==> config.mk <==
export PLATFORM = sky130hd
export DESIGN_NAME = mux_reg_arb
export DESIGN_NICKNAME = d
export VERILOG_FILES = /design/src/rtl/mux_reg_arb.sv
export SDC_FILE = /design/constraint.sdc
export NUM_CORES = 1
export LEC_CHECK = 0
export ABC_AREA = 0
export CAP_MARGIN = 20
export CORE_ASPECT_RATIO = 0.7
export CORE_MARGIN = 2
export CORE_UTILIZATION = 40
export DETAILED_ROUTE_END_ITERATION = 16
export GPL_ROUTABILITY_DRIVEN = 0
export PLACE_DENSITY = 0.94
export SYNTH_ARGS = -nofsm -noshare
export SYNTH_HDL_FRONTEND = slang
export SYNTH_SLANG_ARGS = --single-unit
==> constraint.sdc <==
create_clock -name i_clk -period 3.31 [get_ports i_clk]
set_input_delay 0.4965 -clock i_clk [delete_from_list [all_inputs] [get_ports i_clk]]
set_output_delay 0.4965 -clock i_clk [all_outputs]
set_load 0.01 [all_outputs]
==> src/rtl/mux_reg_arb.sv <==
// N-channel registered multiplexer with valid/ready flow control on every port.
// Define MUX_REG_ARB_RR_EN to select channels by round-robin instead of i_ctrl.
module mux_reg_arb #(
    parameter  int WIDTH    = 16,
    parameter  int CHANNELS = 4,
    localparam int SEL_W    = $clog2(CHANNELS)
) (
    input  logic                      i_clk,
    input  logic                      i_rst,
    input  logic [CHANNELS*WIDTH-1:0] i_data,
    input  logic [CHANNELS-1:0]       i_valid,
    output logic [CHANNELS-1:0]       o_ready,
    input  logic [SEL_W-1:0]          i_ctrl,
    output logic [WIDTH-1:0]          o_data,
    output logic                      o_valid,
    output logic [SEL_W-1:0]          o_sel,
    input  logic                      i_ready,
    output logic [15:0]               o_xfer_cnt
);

    logic [WIDTH-1:0] data_r;
    logic [SEL_W-1:0] sel_r;
    logic             valid_r;
    logic [15:0]      cnt_r;

    logic             load_s;
    logic [SEL_W-1:0] cand_s;
    logic             cand_ok_s;
    logic             cand_valid_s;
    logic [WIDTH-1:0] cand_data_s;
    logic             grant_s;

    assign load_s = !valid_r || i_ready;

`ifdef MUX_REG_ARB_RR_EN
    logic [SEL_W-1:0] ptr_r;
    logic             unused_ctrl_s;

    assign unused_ctrl_s = ^i_ctrl;

    // Reduce (base) modulo CHANNELS; base never exceeds 2*CHANNELS-1.
    function automatic logic [SEL_W-1:0] wrap_idx(input int base);
        if (base >= CHANNELS) begin
            return SEL_W'(base - CHANNELS);
        end else begin
            return SEL_W'(base);
        end
    endfunction

    // Search downward so the channel nearest to ptr_r+1 is the last one assigned.
    always_comb begin
        cand_s    = '0;
        cand_ok_s = 1'b0;
        for (int i = CHANNELS; i >= 1; i--) begin
            if (i_valid[wrap_idx(int'(ptr_r) + i)]) begin
                cand_s    = wrap_idx(int'(ptr_r) + i);
                cand_ok_s = 1'b1;
            end else begin
                cand_s    = cand_s;
                cand_ok_s = cand_ok_s;
            end
        end
    end

    // Pointer remembers the last granted channel.
    always_ff @(posedge i_clk) begin
        if (i_rst) begin
            ptr_r <= SEL_W'(CHANNELS - 1);
        end else if (grant_s) begin
            ptr_r <= cand_s;
        end
    end
`else
    localparam logic [SEL_W:0] CH_LIMIT = (SEL_W + 1)'(CHANNELS);

    // Fixed selection: a select code beyond the last channel names no candidate.
    always_comb begin
        cand_s    = i_ctrl;
        cand_ok_s = ({1'b0, i_ctrl} < CH_LIMIT);
    end
`endif

    // Pick valid bit and word of the candidate; out-of-range codes match nothing.
    always_comb begin
        cand_valid_s = 1'b0;
        cand_data_s  = '0;
        for (int k = 0; k < CHANNELS; k++) begin
            if (cand_s == SEL_W'(k)) begin
                cand_valid_s = i_valid[k];
                cand_data_s  = i_data[k*WIDTH +: WIDTH];
            end else begin
                cand_valid_s = cand_valid_s;
                cand_data_s  = cand_data_s;
            end
        end
    end

    assign grant_s = load_s && cand_ok_s && cand_valid_s;

    // Offer acceptance to the candidate only; never depends on i_data.
    always_comb begin
        o_ready = '0;
        if (!i_rst && load_s && cand_ok_s) begin
            o_ready[cand_s] = 1'b1;
        end else begin
            o_ready = '0;
        end
    end

    // Single-entry output register and capture counter.
    always_ff @(posedge i_clk) begin
        if (i_rst) begin
            data_r  <= '0;
            sel_r   <= '0;
            valid_r <= 1'b0;
            cnt_r   <= 16'd0;
        end else if (grant_s) begin
            data_r  <= cand_data_s;
            sel_r   <= cand_s;
            valid_r <= 1'b1;
            cnt_r   <= cnt_r + 16'd1;
        end else if (load_s) begin
            valid_r <= 1'b0;
        end
    end

    assign o_data     = data_r;
    assign o_sel      = sel_r;
    assign o_valid    = valid_r;
    assign o_xfer_cnt = cnt_r;

endmodule
==> summary.txt, run 1 <==
Yosys
  • Number of synthesized flops with an enable pin: 0
  • Register bit total from synthesis: 35
  • Largest area contributor in the netlist: dfxtp_1
  • Commonest cells post-synth: nand2_1, dfxtp_1, a21oi_1, mux4_2, nor2_1
  • Sequential-to-total area share from yosys stat: 37.7%
  • Most used flip-flop cell after synthesis: dfxtp_1
  • Top-count cell post-synth: nand2_1
  • Top cells by area, synth: dfxtp_1, mux4_2, nand2_1
  • Yosys warnings: 0
  • Mean post-synth cell area: 9.17 sq um
  • Area of the mapped netlist: 0.00186 sq mm
  • Unique cell type count in the Yosys netlist: 30
  • Share of the synthesized area in the top cell type: 37.7%
  • Syn_nets: 277
  • Async SR Flop Fraction: 0%
  • Cells after synthesis: 203

Clocking
  • Post-CTS setup buffer count: 0
  • Root buf cell: clkbuf_8
  • Num CTS Buffers: 5
  • CTS tree: done
  • CTS Buffer Depth: 2
  • CTS resizes: 0
  • Clock tree sinks: 35
  • Clk_lat worst skew: 290 ps
  • CTS Hold Buffers Added: 0
  • Clk slew on worst S/H paths: 60 ps
  • CTS H-tree depth: 2

STA
  • Fin crit share: 87.2%
  • # setup viols final: 0
  • Final hold violation count: 0
  • Setup TNS: 0 ps
  • Relative slew margins: 60.4%
  • RSZ-0062 raised after global routing: false
  • Clock skew: 7.05 ps
  • Slew @ Worst Pin: 590 ps
  • Min Clock Period, post-route: 2890 ps
  • Final Max Tran Viols: 0
  • Fmax: 346 MHz

Routing
  • Wire per inst: 15.8 microns
  • TritonRoute pass-1 iters: 4
  • 1st-iter DRT viols: 95
  • DR vias/cell: 5.42
  • Via Count: 2012
  • DR DRC count: 0
  • Final ANT Viol Nets: 0
  • Detailed Route WL: 5860 microns

Setup path
  • Maximum cell stage delay along the critical path: 800 ps
  • CP Cell Sequence: clkdlybuf4s50_1 -> inv_1 -> nor4_1 -> clkdlybuf4s50_1
  • Worst Path Arrival: 2390 ps
  • CP max-delay cell: clkdlybuf4s50_1
  • Critical path type: primary input to output port
  • Startpoint Class: primary input
  • R2R Setup Slk: 1320 ps
  • Most used cell, CP: clkdlybuf4s50_1
  • Crit-path max FO: 12
  • CP endpoint kind: output port
  • Worst EP required: 2810 ps

Die
  • Total I/O pin count: 112
  • Core ar.: 0.00440 sq mm
  • Num rows: 20
  • Die footprint: 0.00522 sq mm
  • Die Y-Extent: 61.1 microns
  • Starting density of the core: 42.2%
  • Die Width: 85.5 microns

Global routing
  • Vias in the first global route: 1963
  • All-Layer GR Usage: 22.9%
  • Initial antenna violation count: 0
  • Largest net degree at the start of global routing: 38
  • Total gr overflow: 0
  • First-pass GRT wire length: 9090 microns

Power and ir drop
  • P per Cell Area: 342 mW/mm^2
  • Peak supply drop: 0.000237 V
  • Leak: 1.10 nW

Flow run
  • Max Cap Viol: 0

Final layout
  • Nets: 389
  • Fillcell total: 346
  • Synthesis-to-finish area growth: 68.5%
  • Antenna fix cells: 0
  • Finished Layout Cells: 371
  • Layout cells sized above 1: 11.4%

Place
  • Placed cells: 363
  • Dpl hpwl: 4530 microns
  • Port bufs: 111

Min path
  • Hold WC Path Type: flop to flop

Outcome
  • Status: finished clean
[kinds of logic after synthesis]
| family | after synthesis | share of synthesized area (%) |
|---|---|---|
| adders and majority gates | 1 | 0.672 |
| DFF | 35 | 37.7 |
| muxes | 20 | 21.7 |
| and+or+nand+nor | 86 | 20.9 |
| buffers and inverters | 15 | 3.43 |
| xor gates and xnor gates | 9 | 4.24 |
| AOI/OAI and AO/OA | 37 | 11.4 |
[stage by stage]
stage | setup slack, ps | power, mW | hold WS, ps | cell area (sq um) | util [%]
after floorplan | 1210 | 0.583 | 476 | 1860 | -
after global placement | 510 | 0.737 | 437 | 3040 | 68.9
after detailed placement | 387 | 0.745 | 445 | 3040 | 68.9
after CTS | 408 | 1.08 | 455 | 3140 | 71.2
after global routing | 301 | 1.13 | 474 | 3140 | 71.2
final | 423 | 1.07 | 450 | 3140 | 71.2
[path summary, 6_finish.rpt]
kind / start / endpoint / cells past startpoint
setup reg to reg: o_valid / o_xfer_cnt[11] / 5
setup / recovery: i_ctrl[1] / o_ready[2] / 4
hold reg to reg: o_data[4] / o_data[4] / 2
hold / removal: o_data[4] / o_data[4] / 2
[cell usage in the layout, fill, tap and decap left out, drive strengths merged, types with 3 or more instances in the layout]
master | netlist | layout
clkdlybuf4s50 | 0 | 111
nand2 | 43 | 43
dfxtp | 35 | 35
a21oi | 26 | 26
mux4 | 16 | 16
nor2 | 16 | 16
clkbuf | 4 | 8
o21ai | 7 | 7
xnor2 | 6 | 6
buf | 8 | 6
nor4 | 5 | 5
or3 | 5 | 5
nand3 | 5 | 5
inv | 3 | 3
nor2b | 3 | 3
mux2 | 3 | 3
nand4 | 3 | 3
xor2 | 3 | 3
[worst max-delay path, delay by kind of cell]
family | cells | cell delay [ps]
AND/OR/NAND/NOR | 1 | 320
buffers and inverters | 3 | 1570
[where the power goes]
group / total [mW] / switching [mW] / internal, mW
clock: 0.339 / 0.149 / 0.190
combinational: 0.274 / 0.103 / 0.171
sequential: 0.460 / 0.0155 / 0.444
[routing by layer]
| layer | up-vias | wire length [microns] | global-route usage (%) |
|---|---|---|---|
| met5 | - | 0 | 0 |
| met4 | 0 | 108 | 9.07 |
| met3 | 13 | 626 | 8.45 |
| met2 | 103 | 2920 | 40.5 |
| met1 | 941 | 2210 | 26.1 |
| li1 | 955 | - | - |
[registers in the layout (all words and copies together) (netlist names)]
register and cells:
o_xfer_cnt 16, o_valid 1, o_data 16, o_sel 2
[layout make-up]
cell class                 instances  area (sq um)  share of cell area, %
multi-input combinational        153          1100                   35.0
inverter                           3          11.3                  0.359
clock buffer                       8           100                   3.19
sequential                        35           701                   22.3
tap                               55          68.8                   2.19
timing repair buffer             117          1160                   36.9
(Power assumes the default switching activity.)
==> run 2, diff against run 1 <==
- PLACE_DENSITY: 0.94 -> 0.87
==> run 2 against run 1 <==
  * Sequential power about the same
  * Die area unchanged
  * Critical path type unchanged
  * Final cell count decreased by 0.27%
  * Hold slack got worse by 1.2 ps
  * Non-clock buffer count unchanged
  * Critical path depth decreased by 1
  * Global-route usage decreased by 1.5 points
  * Combinational power about the same
  * Critical endpoint is now o_ready[0]
  * Clock-buffer cell count decreased by 2
  * Total power decreased by 2.9%
==> summary.txt, run 2 (synthesized netlist as in run 1, its figures left out) <==
Setup path
  • Crit path buf inv count: 2
  • Startpoint Class: primary input
  • Critical path type: primary input to output port
  • CP endpoint kind: output port
  • Most used cell, CP: clkdlybuf4s50_1
  • Worst path depth: 3
  • Worst EP required: 2810 ps
  • CP max-delay cell: clkdlybuf4s50_1
  • Reg2Reg Depth: 4
  • CP Cell Sequence: clkdlybuf4s50_1 -> nor4_1 -> clkdlybuf4s50_1
  • Worst Path Arrival: 2200 ps
  • Maximum cell stage delay along the critical path: 690 ps
  • Top delay family on crit path: buffers and inverters
  • Crit-path max FO: 10

STA
  • Fmax: 371 MHz
  • Hold Slack: 449 ps
  • # setup viols final: 0
  • Final Max Tran Viols: 0
  • Clock skew: 10.4 ps
  • Slew @ Worst Pin: 575 ps
  • RSZ-0062 raised after global routing: false
  • Final hold violation count: 0
  • Fin crit share: 81.5%
  • Relative slew margins: 61.4%
  • Min Clock Period, post-route: 2700 ps
  • Setup ws final: 613 ps
  • Setup TNS: 0 ps

Die
  • Die footprint: 0.00522 sq mm
  • Die Y-Extent: 61.1 microns
  • Starting density of the core: 42.2%
  • Total I/O pin count: 112
  • Core ar.: 0.00440 sq mm
  • Num rows: 20
  • Die Width: 85.5 microns

Place
  • Port bufs: 111
  • Dpl hpwl: 4450 microns
  • Setup slack after placement: 465 ps

Final layout
  • Layout cells sized above 1: 11.1%
  • Most frequent cells in the layout: clkdlybuf4s50_1, nand2_1, dfxtp_1, a21oi_1
  • Multi-input gate area: 0.00110 sq mm
  • Most common cell after layout, fill and taps aside: clkdlybuf4s50_1
  • Nets: 389
  • Synthesis-to-finish area growth: 67.7%
  • Register area: 701 sq um
  • Fillcell total: 363
  • Antenna fix cells: 0

Routing
  • TritonRoute pass-1 iters: 4
  • Via Count: 2001
  • Wire per inst: 15.4 microns
  • DR DRC count: 0
  • Final ANT Viol Nets: 0
  • Detailed Route WL: 5700 microns
  • DR vias/cell: 5.41
  • 1st-iter DRT viols: 89

Clocking
  • Post-CTS setup buffer count: 0
  • CTS Buffer Depth: 2
  • Root buf cell: clkbuf_8
  • CTS resizes: 0
  • Num CTS Buffers: 5
  • Clk slew on worst S/H paths: 70 ps
  • CTS tree: done
  • CTS Hold Buffers Added: 0
  • CTS H-tree depth: 2
  • Clock tree sinks: 35
  • Clk_lat worst skew: 280 ps

Power and ir drop
  • P per Cell Area: 334 mW/mm^2
  • Post-layout total power: 1.04 mW
  • Peak supply drop: 0.000205 V
  • Leak: 1.09 nW

Global routing
  • Initial antenna violation count: 0
  • Met2 GRT Util: 39.6%
  • First-pass GRT wire length: 8560 microns
  • Total gr overflow: 0
  • All-Layer GR Usage: 21.4%
  • GR peak layer: met2
  • Vias in the first global route: 1911
  • Met3 usage: 6.43%
  • Largest net degree at the start of global routing: 38
  • Met1 usage in global routing: 24.6%

Min path
  • Hold path depth: 2
  • Hold WC Path Type: flop to flop

Flow run
  • Max Cap Viol: 0

Outcome
  • Status: finished clean
-- run 2: cell count changes in the layout (fill, tap and decap cells not counted), sizes merged --
cell and change:
clkinv +1, clkbuf -2
-- run 2: layout make-up --
| type | instances | share of cell area (%) |
|---|---|---|
| Inverter | 3 | 0.361 |
| Multi-Input combinational cell | 153 | 35.1 |
| Clock buffer | 6 | 2.65 |
| Clock inverter | 1 | 0.160 |
| Tap cell | 55 | 2.21 |
| Timing Repair Buffer | 117 | 37.0 |
| Sequential cell | 35 | 22.5 |
-- run 2: per-stage QoR --
stage	std cells	cell area, sq um	util, %
after floorplan	203	1860	-
after global placement	363	3030	68.9
after detailed placement	363	3030	68.9
after CTS	370	3120	70.9
after global routing	370	3120	70.9
final	370	3120	70.9
-- run 2: metal layers --
| layer | share of wire (%) | up-vias |
|---|---|---|
| met1 | 39 | 933 |
| met3 | 9.9 | 6 |
| met5 | 0 | - |
| li1 | - | 952 |
| met4 | 1.1 | 0 |
| met2 | 50 | 110 |
-- run 2: where the power goes --
part / internal (mW) / switching, mW / total, mW
Clock: 0.163 / 0.146 / 0.310
Combinational: 0.171 / 0.102 / 0.273
Sequential: 0.444 / 0.0146 / 0.459
-- run 2: worst paths after layout --
| check | endpoint | startpoint | slack (ps) |
|---|---|---|---|
| min | o_data[3] | o_data[3] | 450 |
| max | o_ready[0] | i_ctrl[0] | 610 |
| min reg2reg | o_data[3] | o_data[3] | 450 |
| max reg2reg | o_xfer_cnt[15] | o_xfer_cnt[3] | 1330 |
-- run 2: worst register-to-register path: stages, from the launching register on --
cell and delay (ps):
dfxtp_1 460, nand4_1 220, or3_1 510, nor4_1 330
mux2_2 370
==> run 3, diff against run 2 <==
- CORE_UTILIZATION: 40 -> 37
- PLACE_DENSITY: 0.87 -> 0.82
- clock period: 3.31 -> 2.8 ns (I/O delays scaled with it)
==> run 3 against run 2 <==
  * Final area grew 1.2%
  * Largest cell class unchanged
  * Clock skew fell by 3.2 ps
  * Global-route usage fell by 0.40 points
  * Largest power group unchanged
  * Critical path depth is 1 higher
  * Clock power is 29% higher
  * Combinational power increased by 20%
  * First-iteration DRC count is 9.0% lower
  * Highest routed layer unchanged
  * Via count decreased by 3.1%
  * Final cell count rose by 4.3%
  * Worst setup slack got worse by 230 ps
  * Non-clock buffer count grew 1
==> summary.txt, run 3 (synthesized netlist as in run 1, its figures left out) <==
Outcome
  • Status: finished clean

Min path
  • Hold WC Path Type: flop to flop
  • Hold Crit Start: o_data[8]
  • Worst Hold Path EP: o_data[8]
  • Hold path depth: 2

Setup path
  • R2R Setup Slk: 890 ps
  • Top delay family on crit path: buffers and inverters
  • Crit path buf inv count: 3
  • CP endpoint kind: output port
  • Startpoint Class: primary input
  • Maximum cell stage delay along the critical path: 590 ps
  • Worst EP required: 2380 ps
  • Reg2reg start: o_xfer_cnt[3]
  • Worst path depth: 4
  • Worst Path Arrival: 2000 ps
  • CP Cell Sequence: clkdlybuf4s50_1 -> inv_1 -> nor4_1 -> clkdlybuf4s50_1
  • Crit-path max FO: 7
  • CP max-delay cell: clkdlybuf4s50_1
  • Most used cell, CP: clkdlybuf4s50_1
  • Critical path type: primary input to output port
  • RR Endpoint: o_xfer_cnt[15]
  • Reg2Reg Depth: 4

Routing
  • DR DRC count: 0
  • Wire per inst: 15.0 microns
  • 1st-iter DRT viols: 81
  • Final ANT Viol Nets: 0
  • DR vias/cell: 5.02
  • TritonRoute pass-1 iters: 4
  • Via Count: 1938
  • Detailed Route WL: 5810 microns

STA
  • Slew @ Worst Pin: 430 ps
  • # setup viols final: 0
  • Setup TNS: 0 ps
  • Fin crit share: 86.4%
  • Clock skew: 7.23 ps
  • RSZ-0062 raised after global routing: false
  • Final Max Tran Viols: 0
  • Final hold violation count: 0
  • Min Clock Period, post-route: 2420 ps
  • Fmax: 413 MHz
  • Relative slew margins: 71.1%

Place
  • Area post-placement: 0.00306 sq mm
  • Dpl hpwl: 4650 microns
  • Port bufs: 111

Global routing
  • All-Layer GR Usage: 21.0%
  • Met1 usage in global routing: 26.2%
  • First-pass GRT wire length: 9090 microns
  • GR peak layer: met2
  • Vias in the first global route: 1866
  • Met3 usage: 4.98%
  • Initial antenna violation count: 0
  • Met2 GRT Util: 36.2%
  • Largest net degree at the start of global routing: 38
  • Total gr overflow: 0

Clocking
  • CTS tree: done
  • CTS Buffer Depth: 2
  • Num CTS Buffers: 5
  • Post-CTS setup buffer count: 0
  • Clock tree sinks: 35
  • CTS resizes: 0
  • CTS Hold Buffers Added: 0
  • Root buf cell: clkbuf_8
  • Clk slew on worst S/H paths: 70 ps
  • CTS H-tree depth: 2
  • Clk_lat worst skew: 290 ps

Power and ir drop
  • Peak supply drop: 0.000216 V
  • Sw Share: 25.0%
  • Leak: 1.10 nW
  • P per Cell Area: 402 mW/mm^2
  • Sw Pwr: 0.318 mW
  • Logic pwr share: 25.8%
  • Flop pwr share: 42.7%
  • Clk pwr share: 31.4%
  • Post-layout total power: 1.27 mW
  • Cell-internal power: 0.951 mW

Die
  • Die footprint: 0.00562 sq mm
  • Die Width: 88.8 microns
  • Core ar.: 0.00481 sq mm
  • Starting density of the core: 38.7%
  • Total I/O pin count: 112
  • Die Y-Extent: 63.3 microns
  • Num rows: 21

Final layout
  • Most frequent cells in the layout: clkdlybuf4s50_1, nand2_1, dfxtp_1, a21oi_1
  • Final instance area: 0.00316 sq mm
  • Layout cells sized above 1: 11.4%
  • Final core occ: 65.7%
  • Synthesis-to-finish area growth: 69.7%
  • Nets: 390
  • Fillcell total: 395
  • Antenna fix cells: 0
  • Most common cell after layout, fill and taps aside: clkdlybuf4s50_1

Flow run
  • Max Cap Viol: 0
[run 3: worst max-delay path by stage]
stage                     slack (ps)             end      start
after floorplan                  850      o_ready[2]  i_ctrl[1]
final                            380      o_ready[2]  i_ctrl[1]
after detailed placement         380  o_xfer_cnt[15]  i_ctrl[0]
after global routing             320      o_ready[2]  i_ctrl[1]
after CTS                        400      o_ready[2]  i_ctrl[0]
after global placement           400  o_xfer_cnt[15]  i_ctrl[0]
[run 3: through the flow]
stage | instances | hold slack (ps) | worst slack (ps)
final | 386 | 453 | 380
after global placement | 378 | 437 | 400
after detailed placement | 378 | 443 | 380
after global routing | 386 | 468 | 320
after CTS | 386 | 453 | 396
after floorplan | 203 | 476 | 854
[run 3: tightest hold or removal path, cell delays in order (launching register included)]
cell and delay [ps]:
dfxtp_1 310, nand2_1 50, a21oi_1 50
[run 3: power by group through the flow]
stage                     Combinational (mW)  Sequential (mW)  Clock (mW)
after floorplan                        0.125            0.564           0
after global placement                 0.321            0.553           0
after detailed placement               0.327            0.554           0
after CTS                              0.328            0.542       0.412
after global routing                   0.351            0.546       0.438
final                                  0.328            0.542       0.399
[run 3: layout make-up]
| class | count | area (sq um) | area share [%] |
|---|---|---|---|
| inverters | 3 | 11.3 | 0.357 |
| well taps | 69 | 86.3 | 2.73 |
| repair buffers | 118 | 1160 | 36.8 |
| multi-input cells | 153 | 1100 | 34.7 |
| clock buffers | 8 | 100 | 3.17 |
| flip-flops and latches | 35 | 701 | 22.2 |
[run 3: layer usage]
metal	up-vias	share of wire (%)	wire length (microns)
li1	960	-	-
met1	909	41	2370
met2	59	53	3070
met3	10	4.7	272
met4	0	1.5	89
met5	-	0	0
